$ cat src/rtl/input_controller_pkg.sv
// Shared CPU I/O definitions: opcode constants and the input controller state encoding.
package cpu_io_pkg;

  // Opcodes that the I/O blocks care about.
  localparam logic [5:0] OP_IN  = 6'b011101;
  localparam logic [5:0] OP_OUT = 6'b100000;
  localparam logic [5:0] OP_HLT = 6'b011100;

  // Input controller FSM states; the encoding is fixed so other blocks can decode it.
  typedef enum logic [1:0] {
    IDLE         = 2'd0,
    WAIT_PRESS   = 2'd1,
    CAPTURE      = 2'd2,
    WAIT_RELEASE = 2'd3
  } inputState_t;

endpackage

$ cat src/rtl/input_controller_if.sv
// Bundle of the CPU / board signals around the input controller.
// master: CPU and board side (drives opcode, switches, key).
// slave:  the input controller itself.
interface input_controller_if;
  logic [5:0]  operation;
  logic [15:0] switches;
  logic        enterKey;
  logic [31:0] inData;
  logic        inValid;
  logic        stall;
  logic        waitLED;

  modport master (
    output operation, switches, enterKey,
    input  inData, inValid, stall, waitLED
  );

  modport slave (
    input  operation, switches, enterKey,
    output inData, inValid, stall, waitLED
  );
endinterface

$ cat src/rtl/input_controller_key_debouncer.sv
// Key debouncer: two-flop synchronizer followed by a stability counter.
// The clean level only follows the synchronized key after it has disagreed
// with the clean level for DEBOUNCE_CYCLES consecutive cycles.
module key_debouncer #(
  parameter int DEBOUNCE_CYCLES = 50000,
  parameter int CNT_WIDTH       = 16
) (
  input  logic clock,
  input  logic reset,
  input  logic raw,
  output logic clean
);

  localparam logic [CNT_WIDTH-1:0] CNT_LAST = CNT_WIDTH'(DEBOUNCE_CYCLES - 1);
  localparam logic [CNT_WIDTH-1:0] CNT_ONE  = CNT_WIDTH'(1);

  logic                 sync1;
  logic                 sync2;
  logic [CNT_WIDTH-1:0] stableCount;

  // Bring the asynchronous key into the clock domain before anything looks at it.
  always_ff @(posedge clock) begin
    if (reset) begin
      sync1 <= 1'b0;
      sync2 <= 1'b0;
    end else begin
      sync1 <= raw;
      sync2 <= sync1;
    end
  end

  // Count how long the synced key has disagreed with the clean level; flip once it has held long enough.
  always_ff @(posedge clock) begin
    if (reset) begin
      stableCount <= '0;
      clean       <= 1'b0;
    end else if (sync2 == clean) begin
      stableCount <= '0;
    end else if (stableCount == CNT_LAST) begin
      stableCount <= '0;
      clean       <= ~clean;
    end else begin
      stableCount <= stableCount + CNT_ONE;
    end
  end

endmodule

$ cat src/rtl/input_controller.sv
// Input controller for the CPU IN instruction: stalls the core until Enter is
// pressed, then hands the switch value to the writeback path with a one-cycle
// valid pulse. A press must be released before another IN can capture.
// Optional feature: define SIGN_MAG_INPUT_EN to treat switches[15] as a sign
// bit and [14:0] as magnitude (two's complement result); otherwise the
// switches are zero-extended.
module input_controller
  import cpu_io_pkg::*;
#(
  parameter int         DEBOUNCE_CYCLES = 50000,
  parameter int         CNT_WIDTH       = 16,
  parameter logic [5:0] IN_OPCODE       = OP_IN
) (
  input logic               clock,
  input logic               reset,
  input_controller_if.slave io
);

  inputState_t state;
  inputState_t nextState;
  logic        debounced;
  logic [31:0] capturedReg;
  logic        inValidReg;
  logic        waitLedReg;

  // Convert the raw switch pattern into the 32-bit register-file word.
  function automatic logic [31:0] formatInput(input logic [15:0] sw);
`ifdef SIGN_MAG_INPUT_EN
    logic [31:0] mag;
    mag = {17'b0, sw[14:0]};
    return sw[15] ? -mag : mag;
`else
    return {16'h0000, sw};
`endif
  endfunction

  key_debouncer #(
    .DEBOUNCE_CYCLES(DEBOUNCE_CYCLES),
    .CNT_WIDTH      (CNT_WIDTH)
  ) u_debouncer (
    .clock(clock),
    .reset(reset),
    .raw  (io.enterKey),
    .clean(debounced)
  );

  // State register; reset aborts any pending IN without capturing.
  always_ff @(posedge clock) begin
    if (reset) begin
      state <= IDLE;
    end else begin
      state <= nextState;
    end
  end

  // Next-state logic: wait for a debounced press, capture for one cycle, then wait for release.
  always_comb begin
    nextState = state;
    case (state)
      IDLE:         if (io.operation == IN_OPCODE) nextState = WAIT_PRESS;
      WAIT_PRESS:   if (debounced)                 nextState = CAPTURE;
      CAPTURE:                                     nextState = WAIT_RELEASE;
      WAIT_RELEASE: if (!debounced)                nextState = IDLE;
      default:                                     nextState = IDLE;
    endcase
  end

  // Registered status outputs, aligned with the state they describe.
  always_ff @(posedge clock) begin
    if (reset) begin
      inValidReg <= 1'b0;
      waitLedReg <= 1'b0;
    end else begin
      inValidReg <= (nextState == CAPTURE);
      waitLedReg <= (nextState == WAIT_PRESS);
    end
  end

  // Hold the captured word so writeback sees a stable value until the next IN.
  always_ff @(posedge clock) begin
    if (reset) begin
      capturedReg <= 32'h0;
    end else if (state == CAPTURE) begin
      capturedReg <= formatInput(io.switches);
    end
  end

  // During CAPTURE the word is forwarded straight from the switches so writeback
  // can use it in the same cycle the stall drops.
  assign io.inData  = (state == CAPTURE) ? formatInput(io.switches) : capturedReg;
  assign io.inValid = inValidReg;
  assign io.waitLED = waitLedReg;
  assign io.stall   = (io.operation == IN_OPCODE) && (state != CAPTURE);

endmodule

$ cat src/flat_wrapper.sv
// flat-port wrapper written by rule: the top's interface ports become plain ports
module input_controller_flat import cpu_io_pkg::*;
#(
  parameter int         DEBOUNCE_CYCLES = 50000,
  parameter int         CNT_WIDTH       = 16,
  parameter logic [5:0] IN_OPCODE       = OP_IN
)
  (clock, reset, io_operation, io_switches, io_enterKey, io_inData, io_inValid, io_stall, io_waitLED);
  input_controller_if io_i ();
  input logic clock;
  input logic reset;
  input wire logic [$bits(io_i.operation)-1:0] io_operation;
  input wire logic [$bits(io_i.switches)-1:0] io_switches;
  input wire logic [$bits(io_i.enterKey)-1:0] io_enterKey;
  output wire logic [$bits(io_i.inData)-1:0] io_inData;
  output wire logic [$bits(io_i.inValid)-1:0] io_inValid;
  output wire logic [$bits(io_i.stall)-1:0] io_stall;
  output wire logic [$bits(io_i.waitLED)-1:0] io_waitLED;
  assign io_i.operation = io_operation;
  assign io_i.switches = io_switches;
  assign io_i.enterKey = io_enterKey;
  assign io_inData = io_i.inData;
  assign io_inValid = io_i.inValid;
  assign io_stall = io_i.stall;
  assign io_waitLED = io_i.waitLED;
  input_controller #(.DEBOUNCE_CYCLES(DEBOUNCE_CYCLES), .CNT_WIDTH(CNT_WIDTH), .IN_OPCODE(IN_OPCODE)) u_core (.clock(clock), .reset(reset), .io(io_i));
endmodule
$ cat config.mk
export PLATFORM = sky130hd
export DESIGN_NAME = input_controller_flat
export DESIGN_NICKNAME = d
export VERILOG_FILES = /design/src/rtl/input_controller_pkg.sv /design/src/rtl/input_controller_if.sv /design/src/rtl/input_controller_key_debouncer.sv /design/src/rtl/input_controller.sv /design/src/flat_wrapper.sv
export SDC_FILE = /design/constraint.sdc
export NUM_CORES = 1
export LEC_CHECK = 0
export ABC_AREA = 0
export BUFFER_PORTS_ARGS = -buffer_cell sky130_fd_sc_hd__buf_2
export CORE_ASPECT_RATIO = 1.1
export CORE_MARGIN = 1
export CORE_UTILIZATION = 35
export CTS_CLUSTER_DIAMETER = 50
export DETAILED_ROUTE_END_ITERATION = 16
export GPL_ROUTABILITY_DRIVEN = 0
export PLACE_DENSITY = 0.55
export SLEW_MARGIN = 20
export SYNTH_ARGS = -nofsm -noshare
export SYNTH_HDL_FRONTEND = slang
export SYNTH_SLANG_ARGS = --single-unit
$ cat constraint.sdc
create_clock -name clock -period 3.45 [get_ports clock]
set_input_delay 0.69 -clock clock [delete_from_list [all_inputs] [get_ports clock]]
set_output_delay 0.69 -clock clock [all_outputs]
set_load 0.05 [all_outputs]
==> results of run 1 <==
## critical path, stage by stage, from the launching register on
cell and delay [ns]:
dfxtp_1 0.39, nand2b_1 0.20, buf_4 0.33, mux2_2 0.38
buf_2 0.21
## flip-flops by register name, summed over array words and instances, names as in the netlist
signal                          flops
u_core.io.waitLED                   1
u_core.u_debouncer.clean            1
u_core.io.inValid                   1
u_core.u_debouncer.stableCount     16
u_core.state                        2
u_core.capturedReg                 32
u_core.u_debouncer.sync2            1
u_core.u_debouncer.sync1            1
## layer usage
metal,part of all wire,wire (um),up-vias,global-route usage
li1,-,-,809,-
met1,0.48,1790,677,0.159
met2,0.47,1750,31,0.205
met3,0.047,177,2,0.0402
met4,0.0077,29,0,0.0472
met5,0,0,-,0
## area by class of cell
type,instances,share of cell area
clock buffer,6,0.0314
tap,77,0.0366
clock inverter,2,0.0133
multi-input combinational,144,0.382
sequential,55,0.419
timing repair buffer,61,0.118
## power breakdown
part	leakage, nW	internal, mW	switching [mW]
Combinational	0.647	0.0126	0.0141
Clock	0.0612	0.235	0.190
Sequential	0.443	0.636	0.00115
Total	1.15	0.883	0.205
## per-stage QoR
step                hold slack [ns]  area (um2)
floorplan                     0.414        2150
global placement              0.422        2510
detailed placement            0.426        2510
CTS                           0.454        2630
global route                  0.480        2630
finish                        0.446        2630
## logic make-up (layout without fill, tap and decap cells)
family          Yosys count  after routing  share of synthesized area
simple gates            107            107                      0.295
flops                    55             55                      0.511
mux                      18             18                     0.0935
xor+xnor                 16             16                     0.0650
buf+inv                  10             69                     0.0232
compound gates            2              2                    0.00639
fa+ha+maj                 1              1                    0.00581
## cells in the final DEF (no fill, tap or decap), types with 6 or more instances in the layout
| cell type | n |
|---|---|
| mux2_2 | 17 |
| clkbuf_8 | 6 |
| nor2_1 | 18 |
| buf_2 | 59 |
| nor2b_1 | 35 |
| xnor2_1 | 8 |
| dfxtp_1 | 55 |
| nand4_1 | 6 |
| xor2_1 | 8 |
| nand3_1 | 6 |
| and2_1 | 18 |
## worst max-delay path by stage
stage	end	slack, ns	depth (start not counted)
after floorplan	io_stall	1.04	3
after global placement	io_stall	1.25	5
after detailed placement	io_stall	1.25	5
after CTS	io_inData[5]	0.91	4
after global routing	io_inData[9]	0.76	4
final	io_inData[13]	0.93	4
==> Flow_metrics.wiki, run 1 <==
{| class="wikitable"
! Metric !! Value
|-
| Origin of the worst setup path || u_core.state[0]
|-
| Worst-case clock buffer depth || 2
|-
| Total area of multi-input combinational cells || 1000 um2
|-
| H-Tree Depth || 2
|-
| Cell area after synthesis || ~2200 um2
|-
| Clock sink total || 55
|-
| Yosys top cell by area || dfxtp_1
|-
| Setup violations, final || 0
|-
| Core region area || around 5800 um2
|-
| Number of different library cells in the post-synthesis netlist || 30
|-
| Remaining global-route overflow || 0
|-
| Peak supply drop || 0.000206 V
|-
| Post-layout util || 0.450
|-
| Y dimension of the die || ~84 um
|-
| CTS clk-pin slew, worst paths || 0.09 ns
|-
| Total power divided by cell area || 414 nW/um2
|-
| Post-synthesis net count || 235
|-
| Cell Count Post-Placement || about 340
|-
| Count of mapped cells out of synthesis || between 200 and 250
|-
| R2R setup slack || 1.55 ns
|-
| Count of nets left with antenna violations after detail routing || 0
|-
| Skew-Pair Late Insertion Delay || approximately 0.29 ns
|-
| Leakage power total || 1.15 nW
|-
| Initial antenna violation count || 0
|-
| Number of instances on the worst hold path || 1
|-
| Top-count cell post-synth || dfxtp_1
|-
| Leading register cell type out of synthesis || dfxtp_1
|-
| Endpoint of the worst register-to-register path || u_core.u_debouncer.stableCount[4]
|-
| Path depth of the worst reg2reg path || 5
|-
| Final antenna diode count || 0
|-
| Worst max-slew margin expressed relative to the limit || 0.692
|-
| Largest net degree at the start of global routing || 30
|-
| Commonest cells in the netlist || dfxtp_1 (55), nor2b_1 (35), and2_1 (18), nor2_1 (18), mux2_2 (17)
|-
| Seq cells post-synth || 55
|-
| Port-buffer cells || 59
|-
| Clock tree root buffer cell || clkbuf_8
|-
| Required time at the worst-slack endpoint || 2.76 ns
|-
| Area of the die || around 6500 um2
|-
| Chip width || 76.8 um
|-
| Global-route wire length before repair || between 6000 and 7000 um
|-
| Row count || 29
|-
| Proportion of synthesized flip-flops having asynchronous set or reset || 0
|-
| Area occupied by registers || between 1000 and 1500 um2
|-
| Via count of the first global-routing pass || approximately 1400
|-
| Area added between synthesis and finish || 22.0%
|-
| Number of pins with negative max-slew slack in the final report || 0
|-
| Launch point of the worst reg-to-reg path || u_core.u_debouncer.stableCount[0]
|-
| Worst setup path category || flop to output pin
|-
| Share of final-layout standard cells stronger than drive strength 1 || 0.340
|-
| Warnings, synthesis || 0
|-
| Transition time at the pin with the least slew margin || roughly 0.46 ns
|-
| Io pins || 60
|-
| NumNets Final || 293
|-
| Number of design rule violations left after detail routing || 0
|-
| Launch point of the worst hold path || u_core.u_debouncer.sync1
|-
| Biggest area contributors in the synthesized netlist || dfxtp_1 (51%), nor2b_1 (10%), mux2_2 (8.9%)
|-
| Global-route usage over all layers || 0.127
|-
| Post_cts resized || 0
|-
| Final Worst Setup Slack || 0.933 ns
|-
| Largest fanout on the critical path || 29
|-
| Data arrival at the endpoint of the critical path || 1.83 ns
|-
| Overall power consumption || around 1.1 mW
|-
| Detailed-router iteration count before antenna repair || 4
|-
| Category of the worst setup path capture point || output pin
|-
| Total length of routed wires || 3760 um
|-
| Status || completed
|-
| Hold-fix buffer count after cts || 0
|-
| Routed len/inst || 10.9 um
|-
| Number of buffers created by CTS || 5
|-
| RSZ-0062 raised after global routing || false
|-
| Share of the cycle needed by the critical path after routing || 0.729
|-
| Non-filler cells, final || 345
|-
| DR iter-0 viols || 49
|-
| Routed vias || 1519
|-
| Number of buffers inserted by post-CTS setup repair || 0
|-
| Share of synthesized area occupied by flip-flops and latches || 0.511
|-
| HPWL reported at the end of detailed placement || 2580 um
|-
| Avg Synthesized Cell Area || just over 10 um2
|-
| CTS tree || done
|-
| Worst hold path type || flop to flop
|-
| Final Hold Vio Count || 0
|-
| Per-cell via count in the routed design || 4.40
|-
| Worst-case setup slack after placement || 1.25 ns
|-
| Number of enable-type register cells in the synthesized netlist || 0
|-
| Number of max-cap violations || 0
|-
| Fillers || 566
|-
| Hold EP || u_core.u_debouncer.sync2
|-
| Final Critical Period || between 2 and 3 ns
|-
| Initial cell density of the core || 0.369
|-
| Accumulated negative setup slack || 0 ns
|-
| Final Skew || ~0.0061 ns
|-
| Achievable frequency || 0.397 GHz
|-
| Startpoint kind of the worst setup timing path || flop
|-
| Fraction of synthesized cell area taken by the top area cell type || 0.511
|}
No activity file was read; power rests on OpenSTA's default activity.
==> run 2: changes to the inputs <==
clock period = 2.33 ns   (was 3.45 ns; I/O delays follow)
==> Flow_metrics.wiki, run 2 (synthesis results as in run 1) <==
{| class="wikitable"
! Metric !! Value
|-
| Status || completed
|-
| Clock tree root buffer cell || clkbuf_8
|-
| Total length of routed wires || 3820 um (+1.6%)
|-
| Per-cell via count in the routed design || 4.49 (+1.9%)
|-
| Number of pins with negative max-slew slack in the final report || 0 (unchanged)
|-
| Number of max-cap violations || 0 (unchanged)
|-
| CTS tree || done
|-
| Worst max-slew margin expressed relative to the limit || 0.703 (+0.0105)
|-
| Share of the cycle needed by the critical path after routing || 0.923
|-
| Startpoint kind of the worst setup timing path || flop
|-
| Endpoint of the worst register-to-register path || u_core.u_debouncer.stableCount[13]
|-
| Number of design rule violations left after detail routing || 0 (unchanged)
|-
| Chip width || 76.8 um (unchanged)
|-
| Detailed-router iteration count before antenna repair || 4 (unchanged)
|-
| RSZ-0062 raised after global routing || false
|-
| Routed len/inst || 11.0 um (+1.3%)
|-
| Total power divided by cell area || 578 nW/um2 (+39%)
|-
| DR iter-0 viols || 51 (+4.1%)
|-
| NumNets Final || 294 (+0.34%)
|-
| Io pins || 60 (unchanged)
|-
| Row count || 29 (unchanged)
|-
| Initial antenna violation count || 0 (unchanged)
|-
| Worst-case setup slack after placement || 0.505 ns (-0.741 ns)
|-
| Maximum cell stage delay along the critical path || 0.40 ns (about the same)
|-
| Number of buffers created by CTS || 5 (unchanged)
|-
| Critical path buffer and inverter count || 2 (unchanged)
|-
| Post_cts resized || 0 (unchanged)
|-
| Fillers || 602 (+6.4%)
|-
| Largest fanout on the critical path || 33 (+14%)
|-
| Largest net degree at the start of global routing || 34 (+13%)
|-
| Remaining global-route overflow || 0 (unchanged)
|-
| R2R setup slack || 0.50 ns (-1.05 ns)
|-
| Critical-path cell list || nand2b_1, buf_12, mux2_2, buf_2
|-
| Share of final-layout standard cells stronger than drive strength 1 || 0.342 (+0.00246)
|-
| Initial cell density of the core || 0.369 (unchanged)
|-
| Hold-fix buffer count after cts || 0 (unchanged)
|-
| Flip-flop count of the largest register, all copies and words added || 32 (unchanged)
|-
| Required time at the worst-slack endpoint || 1.86 ns (-0.90 ns)
|-
| Worst-case clock buffer depth || 2 (unchanged)
|-
| H-Tree Depth || 2 (unchanged)
|-
| Area of the die || 6470 um2 (unchanged)
|-
| Count of nets left with antenna violations after detail routing || 0 (unchanged)
|-
| Data arrival at the endpoint of the critical path || 1.68 ns (-0.15 ns)
|-
| Port-buffer cells || 59 (unchanged)
|-
| Register name with the most flops || u_core.capturedReg
|-
| Cell family with most CP delay || buffers and inverters
|-
| CTS clk-pin slew, worst paths || 0.10 ns (about the same)
|-
| Setup violations, final || 0 (unchanged)
|-
| HPWL reported at the end of detailed placement || 2640 um (+2.5%)
|-
| Critical Path Slowest Stage Cell || dfxtp_1
|-
| Peak supply drop || 0.000333 V (+62%)
|-
| Setup crit end || io_inData[3]
|-
| Largest registers || u_core.capturedReg: 32 flops, u_core.u_debouncer.stableCount: 16 flops, u_core.state: 2 flops
|-
| Most common library cell in the layout ignoring fill and taps || buf_2
|-
| Final Critical Period || between 2 and 2.5 ns
|-
| Core region area || 5840 um2 (unchanged)
|-
| Worst hold path type || input pin to flop
|-
| Worst setup path category || flop to output pin
|-
| Category of the worst setup path capture point || output pin
|-
| Final Hold Vio Count || 0 (unchanged)
|-
| Skew-Pair Late Insertion Delay || 0.31 ns (+0.02 ns)
|-
| Achievable frequency || between 0.4 and 0.5 GHz
|-
| Global-route wire length before repair || 6440 um (-3.4%)
|-
| Leakage power total || 1.15 nW (-0.42%)
|-
| Y dimension of the die || 84.3 um (unchanged)
|-
| Number of buffers inserted by post-CTS setup repair || 0 (unchanged)
|-
| Final antenna diode count || 0 (unchanged)
|-
| Launch point of the worst reg-to-reg path || u_core.u_debouncer.stableCount[10]
|-
| Transition time at the pin with the least slew margin || 0.446 ns (-0.0158 ns)
|-
| Area added between synthesis and finish || 21.8%
|-
| Via count of the first global-routing pass || 1459 (+2.4%)
|-
| Origin of the worst setup path || u_core.state[0]
|-
| Clock sink total || 55 (unchanged)
|-
| Path depth of the worst reg2reg path || 4 (-1)
|-
| Final Skew || 0.00745 ns (+0.00132 ns)
|-
| Final Worst Setup Slack || 0.180 ns (-0.754 ns)
|-
| Accumulated negative setup slack || 0 ns (unchanged)
|-
| Worst path depth || 4 (unchanged)
|-
| Routed vias || 1553 (+2.2%)
|-
| Global-route usage over all layers || 0.124 (-0.00334)
|-
| Top library cells by usage in the layout, fill and taps aside || buf_2 (59), dfxtp_1 (55), nor2b_1 (35)
|}
-- run 2: changes by cell type in the layout (fill, tap and decap cells not counted), sizes merged --
cell	previous run	this run
buf	61	62
bufinv	1	0
clkbuf	6	5
clkinv	1	2
clkinvlp	0	1
-- run 2: worst min-delay path by stage --
stage	from	endpoint	cells after the start
after floorplan	u_core.u_debouncer.sync1	u_core.u_debouncer.sync2	1
after global routing	io_enterKey	u_core.u_debouncer.sync1	2
after detailed placement	u_core.u_debouncer.sync1	u_core.u_debouncer.sync2	1
final	io_enterKey	u_core.u_debouncer.sync1	2
after global placement	u_core.u_debouncer.sync1	u_core.u_debouncer.sync2	1
after CTS	io_enterKey	u_core.u_debouncer.sync1	2
-- run 2: layout make-up --
cell class                      instances  area [um2]  share of cell area
Sequential cell                        55        1100               0.419
Timing Repair Buffer                   62         330               0.126
Clock inverter                          3        25.0             0.00953
Clock buffer                            5        68.8              0.0262
Tap cell                               77        96.3              0.0367
Multi-Input combinational cell        144        1000               0.382
-- run 2: routing by layer --
layer	track usage	share of wire
met5	0	0
met4	0.0577	0.014
met3	0.0413	0.060
met2	0.200	0.45
met1	0.149	0.47
-- run 2: where the power goes --
group	total, mW	internal (mW)	switching (mW)	leakage [nW]
logic	0.0385	0.0187	0.0198	0.659
registers	0.944	0.942	0.00168	0.443
clock network	0.534	0.216	0.318	0.0443
-- run 2: per-stage QoR --
stage	hold WS (ns)	power (mW)	utilization	instance area (um2)	std cells
detailed placement	0.436	1.01	0.433	2530	338
finish	0.356	1.52	0.449	2630	346
floorplan	0.414	0.982	-	2150	209
CTS	0.347	1.54	0.449	2630	346
global route	0.361	1.58	0.449	2630	346
global placement	0.436	1.01	0.433	2530	338
